===== src/rtl/pc_fetch_pkg.sv =====
// Shared definitions for the instruction fetch sequencer: FSM states,
// instruction widths and the default reset PC.
package pc_fetch_pkg;

  localparam int unsigned ILEN = 32;
  localparam int unsigned CLEN = 16;

  localparam logic [ILEN-1:0] START_PC_DEFAULT = 32'h8000006C;

  typedef enum logic [2:0] {
    IDLE,
    REQ,
    WAIT,
    OUT,
    DRAIN
  } fetch_state_e;

  // Anything whose two low bits are not 2'b11 is a 16-bit instruction.
  function automatic logic is_compressed(input logic [1:0] i_lsb);
    return (i_lsb != 2'b11);
  endfunction

endpackage


===== src/rtl/pc_incr.sv =====
// Sequential PC step: +2 after a compressed instruction, +4 otherwise,
// wrapping modulo 2^32.
module pc_incr
  import pc_fetch_pkg::*;
(
  input  logic [ILEN-1:0] i_pc,
  input  logic            i_compressed,
  output logic [ILEN-1:0] o_next_pc
);

  logic [ILEN-1:0] w_step;

  assign w_step    = i_compressed ? 32'd2 : 32'd4;
  assign o_next_pc = i_pc + w_step;

endmodule


===== src/rtl/pc_fetch_sequencer.sv =====
// Single-outstanding instruction fetch sequencer: requests one word, presents
// one (possibly compressed) instruction to decode, and honours redirects.
module pc_fetch_sequencer
  import pc_fetch_pkg::*;
#(
  parameter logic [ILEN-1:0] START_PC = START_PC_DEFAULT
) (
  input  logic            clk,
  input  logic            reset_n,
  output logic            imem_req_o,
  output logic [ILEN-1:0] imem_addr_o,
  input  logic            imem_gnt_i,
  input  logic            imem_rvalid_i,
  input  logic [ILEN-1:0] imem_rdata_i,
  output logic            instr_valid_o,
  output logic [ILEN-1:0] instr_o,
  output logic [ILEN-1:0] instr_pc_o,
  output logic            instr_compressed_o,
  input  logic            instr_ready_i,
  input  logic            redirect_i,
  input  logic [ILEN-1:0] redirect_pc_i
);

  fetch_state_e    r_state;
  logic [ILEN-1:0] r_pc;
  logic [ILEN-1:0] r_target;
  logic            r_req;
  logic [ILEN-1:0] r_addr;
  logic            r_valid;
  logic [ILEN-1:0] r_instr;
  logic [ILEN-1:0] r_instr_pc;
  logic            r_comp;

  logic [ILEN-1:0] w_tgt;
  logic            w_comp;
  logic [ILEN-1:0] w_instr;
  logic [ILEN-1:0] w_next_pc;
  logic [ILEN-1:0] w_drain_tgt;

  // Redirect targets are forced to halfword alignment.
  assign w_tgt       = redirect_pc_i & ~32'h1;
  assign w_comp      = is_compressed(imem_rdata_i[1:0]);
  assign w_instr     = w_comp ? {{(ILEN-CLEN){1'b0}}, imem_rdata_i[CLEN-1:0]} : imem_rdata_i;
  assign w_drain_tgt = redirect_i ? w_tgt : r_target;

  pc_incr u_pc_incr (
    .i_pc        (r_instr_pc),
    .i_compressed(r_comp),
    .o_next_pc   (w_next_pc)
  );

  always_ff @(posedge clk) begin
    if (!reset_n) begin
      r_state    <= IDLE;
      r_pc       <= START_PC;
      r_target   <= '0;
      r_req      <= 1'b0;
      r_addr     <= START_PC;
      r_valid    <= 1'b0;
      r_instr    <= '0;
      r_instr_pc <= '0;
      r_comp     <= 1'b0;
    end else begin
      case (r_state)
        IDLE: begin
          r_state <= REQ;
          r_req   <= 1'b1;
          if (redirect_i) begin
            r_target <= w_tgt;
            r_pc     <= w_tgt;
            r_addr   <= w_tgt;
          end else begin
            r_addr <= r_pc;
          end
        end

        REQ: begin
          if (redirect_i) begin
            r_target <= w_tgt;
            r_pc     <= w_tgt;
            // A granted request cannot be withdrawn; its data must be drained.
            if (imem_gnt_i) begin
              r_state <= DRAIN;
              r_req   <= 1'b0;
            end else begin
              r_addr <= w_tgt;
            end
          end else if (imem_gnt_i) begin
            r_state <= WAIT;
            r_req   <= 1'b0;
          end
        end

        WAIT: begin
          if (redirect_i) begin
            r_target <= w_tgt;
            r_pc     <= w_tgt;
            if (imem_rvalid_i) begin
              r_state <= REQ;
              r_req   <= 1'b1;
              r_addr  <= w_tgt;
            end else begin
              r_state <= DRAIN;
            end
          end else if (imem_rvalid_i) begin
            r_state    <= OUT;
            r_valid    <= 1'b1;
            r_instr    <= w_instr;
            r_instr_pc <= r_pc;
            r_comp     <= w_comp;
          end
        end

        OUT: begin
          if (redirect_i) begin
            r_target <= w_tgt;
            r_pc     <= w_tgt;
            r_addr   <= w_tgt;
            r_req    <= 1'b1;
            r_valid  <= 1'b0;
            r_state  <= REQ;
          end else if (instr_ready_i) begin
            r_pc    <= w_next_pc;
            r_addr  <= w_next_pc;
            r_req   <= 1'b1;
            r_valid <= 1'b0;
            r_state <= REQ;
          end
        end

        DRAIN: begin
          if (redirect_i) begin
            r_target <= w_tgt;
          end
          if (imem_rvalid_i) begin
            r_state <= REQ;
            r_req   <= 1'b1;
            r_pc    <= w_drain_tgt;
            r_addr  <= w_drain_tgt;
          end
        end

        default: begin
          r_state <= IDLE;
          r_req   <= 1'b0;
          r_valid <= 1'b0;
        end
      endcase
    end
  end

  assign imem_req_o         = r_req;
  assign imem_addr_o        = r_addr;
  assign instr_valid_o      = r_valid;
  assign instr_o            = r_instr;
  assign instr_pc_o         = r_instr_pc;
  assign instr_compressed_o = r_comp;

endmodule


===== config.mk =====
export PLATFORM = sky130hd
export DESIGN_NAME = pc_fetch_sequencer
export DESIGN_NICKNAME = d
export VERILOG_FILES = /design/src/rtl/pc_fetch_pkg.sv /design/src/rtl/pc_incr.sv /design/src/rtl/pc_fetch_sequencer.sv
export SDC_FILE = /design/constraint.sdc
export NUM_CORES = 1
export LEC_CHECK = 0
export ABC_AREA = 1
export CORE_ASPECT_RATIO = 1.25
export CORE_MARGIN = 2
export CORE_UTILIZATION = 40
export CTS_CLUSTER_SIZE = 40
export DETAILED_ROUTE_END_ITERATION = 12
export GPL_ROUTABILITY_DRIVEN = 0
export PLACE_DENSITY = 0.78
export RECOVER_POWER = 50
export SYNTH_ARGS = -nofsm -noshare
export SYNTH_HDL_FRONTEND = slang
export SYNTH_SLANG_ARGS = --single-unit

===== constraint.sdc =====
create_clock -name clk -period 1.67 [get_ports clk]
set_input_delay 0.334 -clock clk [delete_from_list [all_inputs] [get_ports clk]]
set_output_delay 0.334 -clock clk [all_outputs]
set_load 0.005 [all_outputs]

-- Yosys cells after proc, flatten, opt, wreduce, memory -nomap -nowiden
Index checks and enable logic that the tools add are counted.
- memory bits (writable): 0
- memories kept: 0
- memory bits (read-only): 0
- flip-flop bits (word level): 166
- word-level logic and storage cells: 72
- input bits: 70
- output and inout bits: 99
- bits in latches: 0
- reduce and logical (&&, ||, !) cells: 12
- divide/modulo/power cells: 0
- equal/unequal tests: 14
- shift-type cells: 0
- $lt $le $gt $ge: 0
- $mul: 0
- $add $sub $neg: 1
- bitwise logic cells: 2
- multiplexer cells: 34
- operators with widths (operator ; count):
    two-way mux 32 bit ; 10
    case mux 32 bit (5 select lines) ; 1
    case mux 32 bit (3 select lines) ; 1
    adder 32 bit ; 1
    two-way mux 3 bit ; 10
    inequality test 2 bit, second input constant ; 8
    case mux 3 bit (5 select lines) ; 1
    two-way mux 1 bit ; 9
    AND reduction 3 bit ; 3
    AND reduction 4 bit ; 2
    AND reduction 7 bit ; 1
    equality test 3 x 2 -> 1 bit, second input constant ; 2
    inequality test 3 bit, second input constant ; 2
    OR reduction 3 bit ; 2
    case mux 1 bit (5 select lines) ; 1
    nonzero test 5 bit ; 1
    OR reduction 5 bit ; 1
    equality test 3 x 1 -> 1 bit, second input constant ; 1
    equality test 3 bit, second input constant ; 1
    logical NOT 3 bit ; 1
    case mux 1 bit (3 select lines) ; 1
    nonzero test 3 bit ; 1
    NOT 1 bit ; 2

-- Depth between registers and ports, before layout
- depth in word-level cells: 5
- mapped depth: 15
- gate-level depth less buffers: 15

-- Modules after synthesis
From an unflattened synthesis, not the netlist that was laid out.
- cells, all modules: 1520
- area, all modules: 9207.6 µm²
- by module, submodules not included (module ; times used ; area each (µm²) ; cells each ; sequential area each (µm²)):
    pc_fetch_sequencer ; 1 ; 8270.4 ; 1322 ; 3323.2
    pc_incr ; 1 ; 937.1 ; 198 ; 0.0

-- Worst setup path before layout
Ideal clock, no wire load.
- kind: flip-flop to flip-flop
- start point: register r_instr_pc[1] (netlist: instr_pc_o[1])
- end point: register r_pc[27]
- arrival time: 1.707 ns
- setup slack: -0.146 ns
- data required time: 1.561 ns
- cell stages (with the launch flop): 15
- path buffers: 0
- cell sequence: dfxtp_1 > ha_1 > fa_1 > nand2_1 > nor2_1 > nand3_1 > inv_1 > nand3b_1 > nand2_1 > nand2_1 > nand2_1 > nand2_1 > nand3_1 > nand2_1 > inv_1
- cells in the longest elaborated chain, start to end: 4
- ends and longest elaborated chain (item ; line ; RTL):
    start, declared ; pc_fetch_sequencer.sv:31 ; logic [ILEN-1:0] r_instr_pc;
    start signal, assigned ; pc_fetch_sequencer.sv:109 ; r_instr_pc <= r_pc;
    adder 32 bit ; pc_incr.sv:14 ; assign o_next_pc = i_pc + w_step;
    two-way mux 32 bit ; pc_fetch_sequencer.sv:122 ; end else if (instr_ready_i) begin
    two-way mux 32 bit ; pc_fetch_sequencer.sv:115 ; if (redirect_i) begin
    case mux 32 bit (3 select lines) ; pc_fetch_sequencer.sv:64 ; case (r_state)
    end signal, assigned ; pc_fetch_sequencer.sv:70 ; r_pc <= w_tgt;
    end signal, assigned ; pc_fetch_sequencer.sv:117 ; r_pc <= w_tgt;
    end signal, assigned ; pc_fetch_sequencer.sv:123 ; r_pc <= w_next_pc;
    end, declared ; pc_fetch_sequencer.sv:25 ; logic [ILEN-1:0] r_pc;
Every way passes these cells. The select of a mux whose other input is x is not followed.
A chain may end at the register's enable or synchronous reset.

-- Final worst setup path
- start point: register r_comp (netlist: instr_compressed_o)
- end point: register r_pc[3]
- cells in the longest elaborated chain, start to end: 5
- ends and longest elaborated chain (item ; line ; RTL):
    start, declared ; pc_fetch_sequencer.sv:32 ; logic r_comp;
    start signal, assigned ; pc_fetch_sequencer.sv:110 ; r_comp <= w_comp;
    two-way mux 3 bit ; pc_incr.sv:13 ; assign w_step = i_compressed ? 32'd2 : 32'd4;
    adder 32 bit ; pc_incr.sv:14 ;
    two-way mux 32 bit ; pc_fetch_sequencer.sv:122 ;
    two-way mux 32 bit ; pc_fetch_sequencer.sv:115 ;
    case mux 32 bit (3 select lines) ; pc_fetch_sequencer.sv:64 ;
Every way passes these cells. The select of a mux whose other input is x is not followed.

==> key figures <==
Synthesis
  – Synthesized area: 0.00876 sq mm
  – Asr flop ratio synth: 0
  – Library cells used by synthesis: 45
  – Mapped Avg Cell Area: 6.39 sq um
  – Synth Register Bits: 166
  – Sequential area share after synthesis: 0.379
  – Synth warnings: 0
  – EDFF count, synth: 0
  – Top_reg_cell synth: dfxtp_1
  – Cell count after synthesis: 1370
  – Synth Net Count: 1443

Setup path
  – Worst r2r dst: r_pc[3]$_SDFFE_PN1P_
  – R2R setup slack: -0.39 ns
  – Reg-to-reg startpoint: instr_compressed_o$_SDFFE_PN0P_
  – Highest-delay cell along the critical path: dfxtp_4
  – CP Cell Sequence: ha_4, fa_2, nand2_4, buf_4, buf_6, buf_6, buf_6, nand2_2, o21ai_2, a22o_1, o21ai_2, nand3_1
  – Critical path origin: instr_compressed_o$_SDFFE_PN0P_
  – Reg2reg path depth: 12
  – Critical path required time: 1.97 ns
  – Startpoint Class: register
  – CP Capture Type: register
  – WP data arrival: 2.36 ns
  – Critical Path Fanout Max: 3
  – Critical Path Sink: r_pc[3]$_SDFFE_PN1P_
  – Max incr delay on CP: 0.37 ns
  – CP most frequent cell: buf_6
  – CP Class: reg -> reg

Timing
  – Final setup fails: 74
  – TNS Setup: -15.17 ns
  – Relative slew slack: 0.725
  – Setup ws final: -0.390 ns
  – Setup Skew: 0.0101 ns
  – Pins over their slew limit: 0
  – Hold Worst Slack: 0.364 ns
  – F_max: 486 MHz
  – Worst-Margin Slew: 0.412 ns
  – Hold Violations, Final: 0
  – Final period utilization: 1.23
  – Shortest period the worst path allows: 2.06 ns
  – RSZ-0062 raised after global routing: true

Clocking
  – Clock Latency Late Sink: 0.43 ns
  – CTS sink cnt: 166
  – # hold bufs at CTS: 0
  – Clock Pin Slew Worst Setup and Hold Paths: 0.07 ns
  – Clk root buf: clkbuf_16
  – Clk buf depth: 2
  – Num CTS Buffers: 17
  – CTS tree: done
  – H-tree levels: 4

Placed design
  – Setup slack at placement: -0.352 ns
  – Dpl hpwl: 22000 microns
  – # port buffers: 167

Finish
  – Layout Utilization: 0.621
  – P&R area growth vs syn: 52.6%
  – Ant diodes: 0
  – Fill cell count: 1743
  – Share of cells above drive strength 1: 0.225
  – Nets: 1765

Routing
  – Antenna Violating Nets Remaining: 0
  – Final wirelength: 34500 microns
  – Vias per std cell: 5.60
  – Routed vias: 11100
  – DRT iter0 DRCs: 1042
  – Routed WL per cell: 17.4 microns
  – Router iterations before antenna repair: 7
  – Drt drc: 0

Floorplanning
  – Die H: 169 microns
  – Io pins: 169
  – Initial Utilization: 0.407
  – Die X: 136 microns
  – Row cnt: 60
  – Die area: 0.0231 sq mm
  – Total core area: 0.0215 sq mm

Global routing
  – First-pass GRT wire length: 50900 microns
  – Antenna violations before repair: 0
  – Largest net degree at the start of global routing: 63
  – Total gr overflow: 0
  – Vias in the first global route: 10600
  – GRT Overall Usage: 0.278

Run status
  – Status: finished, violations left
  – Violated checks: negative setup slack

Pwr
  – PD cells: 1340 mW/mm^2
  – Leak Pwr: 6.29 nW
  – Pwr Total: 17.9 mW
  – Peak VDD IR: 941 uV

Worst hold path
  – Type of the worst min-delay path: in -> reg

Run
  – Max_cap viols: 0
==> cell usage after synthesis, types with 9 or more instances <==
library cell,count,area (sq um)
a21oi_1,109,546
inv_1,111,417
nand3_1,64,320
inv_2,9,33.8
a31oi_1,29,181
buf_2,18,90.1
nor2_1,178,668
a22oi_1,16,120
o21ai_0,144,721
clkbuf_1,43,161
dfxtp_1,166,3320
and3_1,9,56.3
nand3b_1,9,67.6
nand2_1,391,1470
==> critical path: cells and delay by family (launching register included) <==
| family | cells | cell delay [ns] |
|---|---|---|
| AO/OA/AOI/OAI | 3 | 0.45 |
| adder cells (fa/ha/maj) | 2 | 0.41 |
| buffers and inverters | 4 | 0.47 |
| flip-flops | 1 | 0.37 |
| AND/OR/NAND/NOR | 3 | 0.23 |
==> registers in the layout (all words and copies together) (netlist names) <==
name,count
instr_o,32
r_target,32
imem_req_o,1
instr_compressed_o,1
r_pc,32
imem_addr_o,32
instr_valid_o,1
instr_pc_o,32
r_state,3
==> final cells by class <==
type	count	area, sq um	area share
repair buffers	377	3490	0.261
flip-flops and latches	166	3390	0.253
inverters	122	489	0.0366
clock inverters	14	191	0.0143
well taps	279	349	0.0261
clock buffers	18	429	0.0321
multi-input cells	1008	5030	0.376
==> metal layers <==
| layer | track usage | vias up | part of all wire |
|---|---|---|---|
| li1 | - | 5099 | - |
| met1 | 0.307 | 5109 | 0.37 |
| met2 | 0.480 | 727 | 0.49 |
| met3 | 0.0547 | 179 | 0.084 |
| met4 | 0.185 | 0 | 0.065 |
| met5 | 0 | - | 0 |
==> through the flow <==
stage	instances	instance area (sq um)
4_1_cts	1965	12900
6_report	1984	13400
3_5_place_dp	1913	11900
2_1_floorplan	1370	8830
5_1_grt	1984	13400
3_3_place_gp	1913	11900
==> how the worst min path moves through the flow <==
stage                                        start                        to  cells past startpoint
after floorplan           r_target[0]$_SDFFE_PN0N_  r_target[0]$_SDFFE_PN0N_                      2
after global placement    r_target[0]$_SDFFE_PN0N_  r_target[0]$_SDFFE_PN0N_                      2
after CTS                                  reset_n      r_pc[5]$_SDFFE_PN1P_                      3
after detailed placement  r_target[0]$_SDFFE_PN0N_  r_target[0]$_SDFFE_PN0N_                      2
final                                      reset_n      r_pc[5]$_SDFFE_PN1P_                      3
after global routing                       reset_n      r_pc[5]$_SDFFE_PN1P_                      3
==> cell usage in the layout, fill, tap and decap left out, drive strengths merged, types with 4 or more instances in the layout <==
cell type,netlist,final
nand3b,9,9
nor2,187,187
and3,9,9
dfxtp,166,166
o21ai,146,146
a21oi,109,109
o211ai,6,6
clkinv,1,6
nand3,64,64
clkbuf,43,23
buf,31,207
a31oi,29,29
clkdlybuf4s50,0,122
nand2,396,396
clkdlybuf4s25,0,12
dlygate4sd2,0,31
nor3,5,5
o21a,4,4
a22oi,16,16
inv,121,125
o21bai,5,5
==> kinds of logic after synthesis <==
| kind of cell | count (synthesis) | share of synthesized area |
|---|---|---|
| AO/OA/AOI/OAI | 327 | 0.204 |
| XOR/XNOR | 3 | 0.00300 |
| adder cells (fa/ha/maj) | 3 | 0.00514 |
| buffers and inverters | 196 | 0.0915 |
| flip-flops | 166 | 0.379 |
| AND/OR/NAND/NOR | 675 | 0.317 |
==> power breakdown <==
part	internal (mW)	switching, mW	total [mW]
logic	3.62	4.74	8.36
clock network	2.40	1.83	4.23
registers	4.82	0.532	5.35
==> repair_timing <==
| item | CTS | global route |
|---|---|---|
| cloned | 0 | 2 |
| pin swaps | 17 | 31 |
| resized for setup | 132 | 98 |
| setup buffers | 20 | 18 |
| setup endpoints to repair | 119 | 148 |
Power figures use the tool's default switching activity.
